## src/rtl/multicycle_control_unit.sv

```systemverilog
// multicycle_control_unit
//
// Sequenced IF/ID/EX/MEM/WB controller for the TSC 16-bit CPU. It decodes the
// instruction register fields held by the datapath and drives the datapath
// strobes and multiplexer selects one phase at a time. Fetch and memory phases
// wait on the mem_ready handshake. The unit also counts retired instructions.
//
// Ports
//   clk, reset_n      rising-edge clock, asynchronous active-low reset
//   opcode, func_code IR[15:12] and IR[5:0]
//   mem_ready         completes the pending MemRead/MemWrite this cycle
//   PCWrite .. ALUSrcA  single-bit datapath strobes/selects
//   ALUSrcB           00 B, 01 +1, 10 sign-ext imm, 11 zero-ext imm
//   RegDst            00 rt, 01 rd, 10 r2 (link)
//   MemtoReg          00 ALUOut, 01 MDR, 10 PC
//   PCSource          00 ALU, 01 ALUOut, 10 jump target, 11 reg A
//   ALUOperation      ALU function code
//   branch_type       branch condition, valid with PCWriteCond
//   isWWD, halted, illegal, inst_done  status
//   num_inst          retired-instruction count, wraps
module multicycle_control_unit #(
    parameter int ALU_OP_W = 4,
    parameter int CNT_W    = 16
) (
    input  logic                clk,
    input  logic                reset_n,
    input  logic [3:0]          opcode,
    input  logic [5:0]          func_code,
    input  logic                mem_ready,
    output logic                PCWrite,
    output logic                PCWriteCond,
    output logic                IorD,
    output logic                MemRead,
    output logic                MemWrite,
    output logic                IRWrite,
    output logic                RegWrite,
    output logic                ALUSrcA,
    output logic [1:0]          ALUSrcB,
    output logic [1:0]          RegDst,
    output logic [1:0]          MemtoReg,
    output logic [1:0]          PCSource,
    output logic [ALU_OP_W-1:0] ALUOperation,
    output logic [1:0]          branch_type,
    output logic                isWWD,
    output logic                halted,
    output logic                illegal,
    output logic                inst_done,
    output logic [CNT_W-1:0]    num_inst
);

    typedef enum logic [2:0] {
        S_IF   = 3'd0,
        S_ID   = 3'd1,
        S_EX   = 3'd2,
        S_MEM  = 3'd3,
        S_WB   = 3'd4,
        S_HALT = 3'd5
    } state_t;

    localparam logic [ALU_OP_W-1:0] ALU_ADD = ALU_OP_W'(0);
    localparam logic [ALU_OP_W-1:0] ALU_SUB = ALU_OP_W'(1);
    localparam logic [ALU_OP_W-1:0] ALU_ORR = ALU_OP_W'(3);
    localparam logic [ALU_OP_W-1:0] ALU_LHI = ALU_OP_W'(8);

    localparam logic [3:0] OP_ADI = 4'd4;
    localparam logic [3:0] OP_ORI = 4'd5;
    localparam logic [3:0] OP_LHI = 4'd6;
    localparam logic [3:0] OP_LWD = 4'd7;
    localparam logic [3:0] OP_SWD = 4'd8;
    localparam logic [3:0] OP_JMP = 4'd9;
    localparam logic [3:0] OP_JAL = 4'd10;
    localparam logic [3:0] OP_R   = 4'd15;

    localparam logic [5:0] FN_JPR = 6'd25;
    localparam logic [5:0] FN_JRL = 6'd26;
    localparam logic [5:0] FN_WWD = 6'd28;
    localparam logic [5:0] FN_HLT = 6'd29;

    state_t             state_q, state_d;
    logic [CNT_W-1:0]   num_q;

    // Instruction decode of the IR fields
    logic is_rtype, is_branch, is_r_alu;
    logic is_jpr, is_jrl, is_wwd, is_hlt, legal;

    always_comb begin
        is_rtype  = (opcode == OP_R);
        is_branch = (opcode[3:2] == 2'b00);
        is_r_alu  = is_rtype && (func_code[5:3] == 3'b000);
        is_jpr    = is_rtype && (func_code == FN_JPR);
        is_jrl    = is_rtype && (func_code == FN_JRL);
        is_wwd    = is_rtype && (func_code == FN_WWD);
        is_hlt    = is_rtype && (func_code == FN_HLT);
        legal     = (opcode <= OP_JAL) ||
                    (is_r_alu || is_jpr || is_jrl || is_wwd || is_hlt);
    end

    // Next-state and output decode; everything is a function of (state, IR)
    logic                pc_write_c, pc_write_cond_c, iord_c, mem_read_c;
    logic                mem_write_c, ir_write_c, reg_write_c, alu_src_a_c;
    logic [1:0]          alu_src_b_c, reg_dst_c, mem_to_reg_c, pc_source_c;
    logic [1:0]          branch_type_c;
    logic [ALU_OP_W-1:0] alu_op_c;
    logic                is_wwd_c, halted_c, illegal_c, inst_done_c;

    always_comb begin
        state_d         = state_q;
        pc_write_c      = 1'b0;
        pc_write_cond_c = 1'b0;
        iord_c          = 1'b0;
        mem_read_c      = 1'b0;
        mem_write_c     = 1'b0;
        ir_write_c      = 1'b0;
        reg_write_c     = 1'b0;
        alu_src_a_c     = 1'b0;
        alu_src_b_c     = 2'b00;
        reg_dst_c       = 2'b00;
        mem_to_reg_c    = 2'b00;
        pc_source_c     = 2'b00;
        branch_type_c   = 2'b00;
        alu_op_c        = ALU_ADD;
        is_wwd_c        = 1'b0;
        halted_c        = 1'b0;
        illegal_c       = 1'b0;

        case (state_q)
            S_IF: begin
                // PC+1 is computed every fetch cycle but only committed
                // together with the instruction word.
                mem_read_c  = 1'b1;
                alu_src_b_c = 2'b01;
                if (mem_ready) begin
                    ir_write_c = 1'b1;
                    pc_write_c = 1'b1;
                    state_d    = S_ID;
                end
            end

            S_ID: begin
                // PC + sign-ext offset into ALUOut for a possible branch
                alu_src_b_c = 2'b10;
                state_d     = S_IF;
                if (!legal) begin
                    illegal_c = 1'b1;
                end else if (opcode == OP_JMP) begin
                    pc_write_c  = 1'b1;
                    pc_source_c = 2'b10;
                end else if (opcode == OP_JAL || is_jrl) begin
                    reg_write_c  = 1'b1;
                    reg_dst_c    = 2'b10;
                    mem_to_reg_c = 2'b10;
                    pc_write_c   = 1'b1;
                    pc_source_c  = is_jrl ? 2'b11 : 2'b10;
                end else if (is_jpr) begin
                    pc_write_c  = 1'b1;
                    pc_source_c = 2'b11;
                end else if (is_wwd) begin
                    is_wwd_c = 1'b1;
                end else if (is_hlt) begin
                    state_d = S_HALT;
                end else begin
                    state_d = S_EX;
                end
            end

            S_EX: begin
                alu_src_a_c = 1'b1;
                state_d     = S_IF;
                if (is_branch) begin
                    alu_src_b_c     = 2'b00;
                    alu_op_c        = ALU_SUB;
                    pc_write_cond_c = 1'b1;
                    pc_source_c     = 2'b01;
                    branch_type_c   = opcode[1:0];
                end else if (is_rtype) begin
                    alu_src_b_c = 2'b00;
                    alu_op_c    = ALU_OP_W'(func_code[2:0]);
                    state_d     = S_WB;
                end else if (opcode == OP_ADI) begin
                    alu_src_b_c = 2'b10;
                    state_d     = S_WB;
                end else if (opcode == OP_LHI) begin
                    alu_src_b_c = 2'b10;
                    alu_op_c    = ALU_LHI;
                    state_d     = S_WB;
                end else if (opcode == OP_ORI) begin
                    alu_src_b_c = 2'b11;
                    alu_op_c    = ALU_ORR;
                    state_d     = S_WB;
                end else if (opcode == OP_LWD || opcode == OP_SWD) begin
                    alu_src_b_c = 2'b10;
                    state_d     = S_MEM;
                end
            end

            S_MEM: begin
                // Strobes stay up for the whole wait so the memory sees a
                // stable request until it answers.
                iord_c = 1'b1;
                if (opcode == OP_LWD) begin
                    mem_read_c = 1'b1;
                    if (mem_ready) state_d = S_WB;
                end else if (opcode == OP_SWD) begin
                    mem_write_c = 1'b1;
                    if (mem_ready) state_d = S_IF;
                end else begin
                    state_d = S_IF;
                end
            end

            S_WB: begin
                reg_write_c  = 1'b1;
                reg_dst_c    = is_rtype ? 2'b01 : 2'b00;
                mem_to_reg_c = (opcode == OP_LWD) ? 2'b01 : 2'b00;
                state_d      = S_IF;
            end

            S_HALT: begin
                halted_c = 1'b1;
            end

            default: begin
                state_d = S_IF;
            end
        endcase

        // An instruction retires on the edge that returns to fetch; HLT
        // retires on its decode cycle since it never returns.
        inst_done_c = ((state_d == S_IF) && (state_q != S_IF)) ||
                      ((state_q == S_ID) && legal && is_hlt);
    end

    always_ff @(posedge clk or negedge reset_n) begin
        if (!reset_n) begin
            state_q <= S_IF;
            num_q   <= '0;
        end else begin
            state_q <= state_d;
            if (inst_done_c) num_q <= num_q + CNT_W'(1);
        end
    end

    // All outputs read zero while reset is held, including the fetch read
    assign PCWrite      = reset_n & pc_write_c;
    assign PCWriteCond  = reset_n & pc_write_cond_c;
    assign IorD         = reset_n & iord_c;
    assign MemRead      = reset_n & mem_read_c;
    assign MemWrite     = reset_n & mem_write_c;
    assign IRWrite      = reset_n & ir_write_c;
    assign RegWrite     = reset_n & reg_write_c;
    assign ALUSrcA      = reset_n & alu_src_a_c;
    assign ALUSrcB      = reset_n ? alu_src_b_c   : 2'b00;
    assign RegDst       = reset_n ? reg_dst_c     : 2'b00;
    assign MemtoReg     = reset_n ? mem_to_reg_c  : 2'b00;
    assign PCSource     = reset_n ? pc_source_c   : 2'b00;
    assign ALUOperation = reset_n ? alu_op_c      : '0;
    assign branch_type  = reset_n ? branch_type_c : 2'b00;
    assign isWWD        = reset_n & is_wwd_c;
    assign halted       = reset_n & halted_c;
    assign illegal      = reset_n & illegal_c;
    assign inst_done    = reset_n & inst_done_c;
    assign num_inst     = num_q;

endmodule

```

## config.mk

```make
export PLATFORM = sky130hd
export DESIGN_NAME = multicycle_control_unit
export DESIGN_NICKNAME = d
export VERILOG_FILES = /design/src/rtl/multicycle_control_unit.sv
export SDC_FILE = /design/constraint.sdc
export NUM_CORES = 1
export LEC_CHECK = 0
export ABC_AREA = 1
export BUFFER_PORTS_ARGS = -buffer_cell sky130_fd_sc_hd__buf_4
export CORE_MARGIN = 4
export CORE_UTILIZATION = 36
export DETAILED_ROUTE_END_ITERATION = 7
export GPL_TIMING_DRIVEN = 0
export SYNTH_ARGS = -nofsm -noshare
export SYNTH_HDL_FRONTEND = slang
export SYNTH_SLANG_ARGS = --single-unit
```

## constraint.sdc

```tcl
create_clock -name clk -period 2.4 [get_ports clk]
set_input_delay 0.48 -clock clk [delete_from_list [all_inputs] [get_ports clk]]
set_output_delay 0.48 -clock clk [all_outputs]
set_load 0.05 [all_outputs]
```

* Yosys cells after proc, flatten, opt, wreduce, memory -nomap -nowiden *
Cells that the tools add are included.

cells by class
  bitwise operators = 12
  order comparisons = 1
  mux-type cells = 82
  equal/unequal tests = 17
  reductions and logical operators = 21
  add/sub/neg operators = 1

operators by type and width
  kind                   number
  $mux 3                 16
  $mux 2                 22
  $mux 1                 30
  $eq 6x5->1 const B     4
  $mux 4                 6
  $add 16x1->16 const B  1
  $eq 4x3->1 const B     4
  $eq 4x4->1 const B     4
  $pmux 3 s5             1
  $and 1x1->1            12
  $pmux 2 s2             3
  $logic_not 3->1        3
  $logic_and 1x1->1      8
  $logic_or 1x1->1       8
  $eq 3x2->1 const B     2
  $eq 3x3->1 const B     2
  $pmux 1 s2             3
  $pmux 2 s3             1
  $le 4x4->1 const B     1
  $eq 3x1->1 const B     1
  $reduce_bool 3->1      1
  $logic_not 2->1        1

storage, ports and cells
  word-level logic and storage cells = 136
  bits of input ports = 13
  bits in registers = 19
  output and inout port bits = 42

* Longest topological paths before layout *
Gate-level depths: netlist of run 1.

  word-level depth = 13
  gate-level depth with buffers = 14

* Least setup slack after synthesis of run 1 *
OpenSTA, ideal clock, no wires.

  path kind = reg2out
  start point = register state_q[2]
  end point = output port ALUOperation[0]
  arrival time = 3419 ps
  stages on the path, launching flop included = 6
  setup slack = -1499 ps
  path through = dfrtp_1 -> inv_2 -> nand3_1 -> nor2_1 -> inv_1 -> o311ai_0

between the ends
  word-level cells in the longest chain between the ends = 3

RTL lines
  element                 RTL line  text
  from (decl)             79        state_t state_q, state_d;
  from (signal assigned)  238       state_q <= state_d;
  $eq 3x2->1              126       case (state_q)
  $mux 4                  126
  $mux 4                  256       assign ALUOperation = reset_n ? alu_op_c : '0;
  to (decl)               42        output logic [ALU_OP_W-1:0] ALUOperation,

Every way passes these cells.

* Worst setup path after layout of run 1 *
  start point = register state_q[0]
  end point = output port inst_done

between the ends
  word-level cells in the longest chain between the ends = 8
  elaborated cells between the ends (all ways) = 18
  classes of those cells = 4 x eq/ne; 6 x mux; 1 x bitwise; 7 x reduce/logical

RTL lines
  element             RTL line  text
  $mux 3              205       if (mem_ready) state_d = S_IF;
  $mux 3              203       end else if (opcode == OP_SWD) begin
  $mux 3              200       if (opcode == OP_LWD) begin
  $pmux 3 s5          126
  $logic_not 3->1     229       inst_done_c = ((state_d == S_IF) && (state_q != S_IF)) ||
  $logic_and 1x1->1   229
  $logic_or 1x1->1 *  229
  $and 1x1->1 *       261       assign inst_done = reset_n & inst_done_c;
  to (decl)           47        output logic inst_done,

Every way passes the cells marked *; elsewhere a longest branch is shown, timed or not.

==> metrics.md, run 1 <==
| Metric | Value |
|---|---|
| Crit share post-route | `94.28%` |
| Final setup viols | `0` |
| Post-synthesis async set-or-reset flop share | `100.0%` |
| DR vias/cell | `4.937` |
| Status | `finished, final reports clean` |
| DRT iter0 DRCs | `114` |
| Num CTS Buffers | `3` |
| Cell Area, Synth | `1654 um^2` |
| Tot Pwr | `1.644 mW` |
| Layout Cells excl Fill | `365` |
| Worst setup EP type | `primary output` |
| Gp weighted congestion | `0.8647` |
| Wire per inst | `12.38 um` |
| Pwr per Cell Area | `722.4 nW/um^2` |
| Unrepaired setup endpoints after global routing | `false` |
| Syn Area/Cell | `6.538 um^2` |
| Diode count | `0` |
| GRT overflow | `0` |
| Worst-path clk slew | `0.07 ns` |
| Rel. slew slack | `61.41%` |
| I/O Buffers | `54` |
| First-pass GRT wire length | `7562 um` |
| Net Sw Power | `832.4 uW` |
| Max-Cap Viols | `0` |
| Antenna violations before repair | `0` |
| Hold WS | `0.1001 ns` |
| Clock group share of total power | `13.8%` |
| Nets@finish | `328` |
| Worst Max-Slew Pin Slew | `0.5788 ns` |
| Dpl hpwl | `3617 um` |
| Mapped Cells | `253` |
| Root Driver | `clkbuf_8` |
| Largest net degree at the start of global routing | `24` |
| Crit path kind | `reg2out` |
| P_leak | `1.193 nW` |
| Die Span Y | `75.79 um` |
| Reg power frac | `26.3%` |
| Max VDD drop | `696.9 uV` |
| Cell count of the worst reg-to-reg path | `12` |
| Vias in the first global route | `1,643` |
| Die ar. | `5743 um^2` |
| Worst Slack Setup Final | `0.1373 ns` |
| Clk sink count | `19` |
| Die width | `75.79 um` |
| Predominant post-synthesis flop cell | `dfrtp_1` |
| Clk_lat worst skew | `0.26 ns` |
| Post-synth EDFFs | `0` |
| Worst hold-check path type | `in2async` |
| Unique masters post-synth | `27` |
| # placed instances | `359` |
| Place WS | `-0.2054 ns` |
| Count leader, synth | `nand2_1` |
| TritonCTS clock tree | `done` |
| Area delta synth->final | `37.59%` |
| R2R setup slack | `0.56 ns` |
| Fin. Hold Viols | `0` |
| Filler instances | `467` |
| Core area | `4414 um^2` |
| Required @ worst endpoint | `1.92 ns` |
| Internal power | `811.8 uW` |
| # rows | `24` |
| Crit-path max FO | `5` |
| Sequential share of the synthesized area | `28.74%` |
| Minimum clock period | `2.263 ns` |
| Share of layout cells above drive strength 1 | `35.78%` |
| Combinational cell fraction of total power | `59.9%` |
| Setup TNS | `0 ns` |
| Register bit count reported by yosys | `19` |
| Cts hold-fix bufs | `0` |
| Initial Util | `37.47%` |
| Sw Share | `50.62%` |
| GRT Total Usage | `17.08%` |
| Antenna-violating nets left | `0` |
| Vias | `1,802` |
| Synthesized net count | `267` |
| Clk buf depth | `2` |
| Synth area leaders | `dfrtp_1 (29%), nand2_1 (14%), nand3_1 (11%), nor2_1 (9.1%), nand2_2 (6.1%)` |
| DR pass1 iterations | `4` |
| DRC viols | `0` |
| Clock Skew | `0.001981 ns` |
| DRT Wirelength | `4520 um` |
| Slew Limit Fails | `0` |
| Startpoint types | `flip-flop` |
| Synth top cells by count | `nand2_1 (60), nor2_1 (40), nand3_1 (35)` |
| Critical Path AT | `1.78 ns` |
| I/O pin count | `55` |
| Cell taking the most area after synthesis | `dfrtp_1` |
| H-tree levels | `1` |
| Area share of the largest cell type after synthesis | `28.74%` |
| Fmax | `442.0 MHz` |
| Ys Warns | `0` |
## power by group through the flow
stage / Sequential, mW / Combinational (mW) / Clock (mW)
3_3_place_gp: 0.436 / 0.949 / 0
6_report: 0.433 / 0.984 / 0.227
3_5_place_dp: 0.438 / 0.952 / 0
4_1_cts: 0.432 / 0.978 / 0.235
5_1_grt: 0.441 / 1.07 / 0.255
2_1_floorplan: 0.543 / 0.596 / 0
## cell usage in the layout (no fill, tap or decap), drive strengths merged, types with 4 or more instances in the layout
cell	instances
nand2	79
buf	61
nor2	43
nand3	37
inv	29
dfrtp	19
xnor2	8
a21oi	8
xor2	6
nor3	6
clkbuf	5
o21ai	4
## cell families after synthesis
kind of cell / Yosys count / share of synthesized area, %
DFF: 19 / 28.74
buffers and inverters: 35 / 9.455
and+or+nand+nor: 168 / 47.88
AOI/OAI and AO/OA: 16 / 5.749
adders and majority gates: 1 / 0.7563
xor gates and xnor gates: 14 / 7.413
## routing by layer
metal / GRT usage, % / vias up / wire length (um)
met5: 0 / - / 0
met4: 4.660 / 0 / 56
met3: 3.430 / 7 / 309
met2: 26.05 / 46 / 2052
met1: 24.44 / 824 / 2102
li1: - / 925 / -
## critical path, stage by stage, from the launching register on
cell and delay [ns]:
dfrtp_1 0.40, inv_2 0.07, nor2_1 0.05, nand2_1 0.11, nand2_1 0.08, a21oi_2 0.12, nand3_1 0.09, nor2_2 0.15
nand3_4 0.12, a21oi_4 0.15, buf_6 0.17
## what timing repair did
| action | in CTS | in global routing |
|---|---|---|
| pin swaps | 4 | 3 |
| gates resized for setup | 5 | 3 |
| setup endpoints to repair | 1 | 1 |
| buffers inserted | 3 | 1 |
| cloned | 0 | 0 |
## flip-flops by register name, indices dropped and copies added, names as in the netlist
| register | flops |
|---|---|
| num_inst | 16 |
| state_q | 3 |
## layout make-up
type | count | area [um^2] | share of cell area (%)
tap | 52 | 65.06 | 2.859
multi-input combinational | 199 | 1104 | 48.49
buffer | 4 | 38.79 | 1.704
inverter | 29 | 108.9 | 4.783
clock buffer | 4 | 45.04 | 1.979
sequential | 19 | 475.5 | 20.89
timing repair buffer | 58 | 439.2 | 19.30
## metrics by stage
stage | area [um^2] | utilization (%)
6_report | 2276 | 51.56
5_1_grt | 2276 | 51.56
4_1_cts | 2263 | 51.28
3_5_place_dp | 2188 | 49.57
3_3_place_gp | 2188 | 49.57
2_1_floorplan | 1718 | -
## path summary, 6_finish.rpt
path                                             to                      from
min in group clk           num_inst[15]$_DFFE_PN0P_  num_inst[15]$_DFFE_PN0P_
max in group asynchronous   num_inst[4]$_DFFE_PN0P_                   reset_n
min                         num_inst[9]$_DFFE_PN0P_                   reset_n
max                                       inst_done      state_q[0]$_DFF_PN0_
min reg2reg                num_inst[15]$_DFFE_PN0P_  num_inst[15]$_DFFE_PN0P_
max reg2reg                num_inst[11]$_DFFE_PN0P_      state_q[2]$_DFF_PN0_
Power figures use the tool's default switching activity.
==> run 2, diff against run 1 <==
--- a/config.mk
+++ b/config.mk
@@ -8,9 +8,10 @@
 export ABC_AREA = 1
 export BUFFER_PORTS_ARGS = -buffer_cell sky130_fd_sc_hd__buf_4
 export CORE_MARGIN = 4
-export CORE_UTILIZATION = 36
+export CORE_UTILIZATION = 51
 export DETAILED_ROUTE_END_ITERATION = 7
 export GPL_TIMING_DRIVEN = 0
+export PLACE_DENSITY = 0.81
 export SYNTH_ARGS = -nofsm -noshare
 export SYNTH_HDL_FRONTEND = slang
 export SYNTH_SLANG_ARGS = --single-unit
==> run 2 against run 1 <==
Net effect: wire length is 6.1% higher; largest cell class unchanged; hold slack worse by 0.066 ns; combinational power rose by 11%; sequential share of layout area is 1.1 points lower; sequential power about the same; clock power is 26% lower; largest power group unchanged; worst setup slack lost 0.11 ns; clock-buffer cell count fell by 1; non-clock buffer count increased by 15; maximum frequency shrank 4.8%; register-to-register slack lost 0.54 ns; global-route usage rose by 6.1 points.
==> metrics.md, run 2 (synthesis gave the netlist of run 1 again) <==
| Metric | Value |
|---|---|
| Layout Cells excl Fill | `372 (was 365)` |
| Max VDD drop | `754.1 uV (was 696.9 uV)` |
| # placed instances | `351 (was 359)` |
| H-tree levels | `1 (unchanged)` |
| Final Cell Area | `2405 um^2 (was 2276 um^2)` |
| Required @ worst endpoint | `2.62 ns (was 1.92 ns)` |
| Crit share post-route | `99.00% (was 94.28%)` |
| Vias in the first global route | `1,789 (was 1,643)` |
| GRT overflow | `0 (unchanged)` |
| Slew Limit Fails | `0 (unchanged)` |
| Clk_lat worst skew | `0.31 ns (was 0.26 ns)` |
| Die width | `64.95 um (was 75.79 um)` |
| Minimum clock period | `2.376 ns (was 2.263 ns)` |
| Area delta synth->final | `45.39% (was 37.59%)` |
| Pwr per Cell Area | `703.0 nW/um^2 (was 722.4 nW/um^2)` |
| Placement Cell Area | `2178 um^2 (was 2188 um^2)` |
| Fmax | `420.9 MHz (was 442.0 MHz)` |
| Antenna-violating nets left | `0 (unchanged)` |
| Initial Util | `53.74% (was 37.47%)` |
| Share of layout cells above drive strength 1 | `42.07% (was 35.78%)` |
| Rel. slew slack | `64.13% (was 61.41%)` |
| Unrepaired setup endpoints after global routing | `true (was false)` |
| Nets@finish | `343 (was 328)` |
| Die ar. | `4219 um^2 (was 5743 um^2)` |
| I/O Buffers | `54 (unchanged)` |
| Diode count | `0 (unchanged)` |
| Core area | `3078 um^2 (was 4414 um^2)` |
| Cts hold-fix bufs | `0 (unchanged)` |
| Gp weighted congestion | `0.9169 (was 0.8647)` |
| DR vias/cell | `5.231 (was 4.937)` |
| CP dominant cell by count | `buf_4 (was nand2_1)` |
| CP top delay family | `buffers and inverters (was simple AND/OR/NAND/NOR gates)` |
| Commonest non-fill, non-tap cell in the layout | `buf_4` |
| DR pass1 iterations | `4 (unchanged)` |
| Dpl hpwl | `3436 um (was 3617 um)` |
| Final setup viols | `0 (unchanged)` |
| Fin. Hold Viols | `0 (unchanged)` |
| Root Driver | `clkbuf_4 (was clkbuf_8)` |
| Die Span Y | `64.95 um (was 75.79 um)` |
| Worst-path clk slew | `0.12 ns (was 0.07 ns)` |
| Slowest CP cell | `dfrtp_1 (unchanged)` |
| DRT iter0 DRCs | `114 (unchanged)` |
| Tot Pwr | `1.691 mW (was 1.644 mW)` |
| Crit-path max FO | `3 (was 5)` |
| Crit path kind | `reg2reg (was reg2out)` |
| Wire per inst | `12.90 um (was 12.38 um)` |
| CP bufs+invs | `12 (was 2)` |
| Critical Path AT | `2.59 ns (was 1.78 ns)` |
| Vias | `1,946 (was 1,802)` |
| # rows | `20 (was 24)` |
| I/O pin count | `55 (unchanged)` |
| Cell count of the worst reg-to-reg path | `17 (was 12)` |
| Antenna violations before repair | `0 (unchanged)` |
| P_leak | `1.272 nW (was 1.193 nW)` |
| Clk sink count | `19 (unchanged)` |
| GRT Total Usage | `23.22% (was 17.08%)` |
| First-pass GRT wire length | `7721 um (was 7562 um)` |
| Maximum single-stage delay on the critical path | `0.43 ns (was 0.40 ns)` |
| Critical Path Stages | `17 (was 10)` |
| DRC viols | `0 (unchanged)` |
| TritonCTS clock tree | `done (unchanged)` |
| Startpoint types | `flip-flop (unchanged)` |
| Status | `finished, final reports clean (unchanged)` |
| DRT Wirelength | `4797 um (was 4520 um)` |
| Worst hold-check path type | `in2async (unchanged)` |
| Max-Cap Viols | `0 (unchanged)` |
| Clock Skew | `0.01222 ns (was 0.001981 ns)` |
| Core Util, Final | `78.13% (was 51.56%)` |
| Largest net degree at the start of global routing | `24 (unchanged)` |
| Worst Max-Slew Pin Slew | `0.5381 ns (was 0.5788 ns)` |
| Most frequent cells in the layout | `buf_4 (72), nand2_1 (57), nor2_1 (32) (was nand2_1 (59), buf_4 (59), nand3_1 (35))` |
| Clk buf depth | `2 (unchanged)` |
| Critical-path cell list | `inv_2 -> nor2_4 -> nand2_2 -> nor2_1 -> nor2_1 -> nand3_2 -> buf_6 -> buf_4 -> buf_6 -> buf_4 -> buf_4 -> buf_4 -> buf_4 -> buf_4 -> buf_4 -> buf_4 -> buf_4 (was inv_2 -> nor2_1 -> nand2_1 -> nand2_1 -> a21oi_2 -> nand3_1 -> nor2_2 -> nand3_4 -> a21oi_4 -> buf_6)` |
| Worst setup EP type | `flip-flop (was primary output)` |
| Max reg flops | `16 (unchanged)` |
| Num CTS Buffers | `3 (unchanged)` |
[run 2: changes by cell type in the layout (fill, tap and decap cells not counted), sizes merged]
| cell | before | now |
|---|---|---|
| buf | 61 | 76 |
| clkbuf | 5 | 4 |
| clkinv | 0 | 1 |
[run 2: what timing repair did]
action | in CTS | in global routing
resized for setup | 5 | 16
buffers inserted | 17 | 3
setup endpoints to repair | 1 | 2
cloned | 0 | 0
pin swaps | 6 | 7
[run 2: metal layers]
| metal | global-route usage, % | vias up | part of all wire (%) |
|---|---|---|---|
| li1 | - | 951 | - |
| met3 | 4.679 | 10 | 6.1 |
| met2 | 39.85 | 82 | 51 |
| met4 | 7.916 | 0 | 1.6 |
| met5 | 0 | - | 0 |
| met1 | 28.79 | 903 | 42 |
[run 2: metrics by stage]
step	hold WS, ns	setup slack (ns)	TNS, ns
detailed placement	0.3840	-0.2094	-0.2094
finish	0.03427	0.02389	0
global route	0.03945	-0.08484	-0.1685
global placement	0.3867	-0.1570	-0.1570
CTS	0.04032	-0.009752	-0.009752
floorplan	0.1844	-0.04079	-0.04079
[run 2: power breakdown]
part	switching (mW)	total, mW	internal [mW]
Combinational	0.702	1.09	0.386
Sequential	0.0651	0.436	0.371
Clock	0.105	0.167	0.0622
[run 2: final timing paths]
path	slack, ns	endpoint	start
hold / removal	0.03	num_inst[8]$_DFFE_PN0P_	reset_n
hold reg to reg	0.59	num_inst[1]$_DFFE_PN0P_	num_inst[1]$_DFFE_PN0P_
max in group asynchronous	2.13	state_q[1]$_DFF_PN0_	reset_n
setup reg to reg	0.02	state_q[2]$_DFF_PN0_	state_q[0]$_DFF_PN0_
setup / recovery	0.02	state_q[2]$_DFF_PN0_	state_q[0]$_DFF_PN0_
min in group clk	0.59	num_inst[1]$_DFFE_PN0P_	num_inst[1]$_DFFE_PN0P_
[run 2: area by class of cell]
cell class                      count  area [um^2]
Multi-Input combinational cell    199         1136
Clock buffer                        3        22.52
Buffer                              4        38.79
Fill cell                         253        673.1
Tap cell                           44        55.05
Inverter                           29        111.4
Timing Repair Buffer               73        559.3
Sequential cell                    19        476.7
Clock inverter                      1        5.005
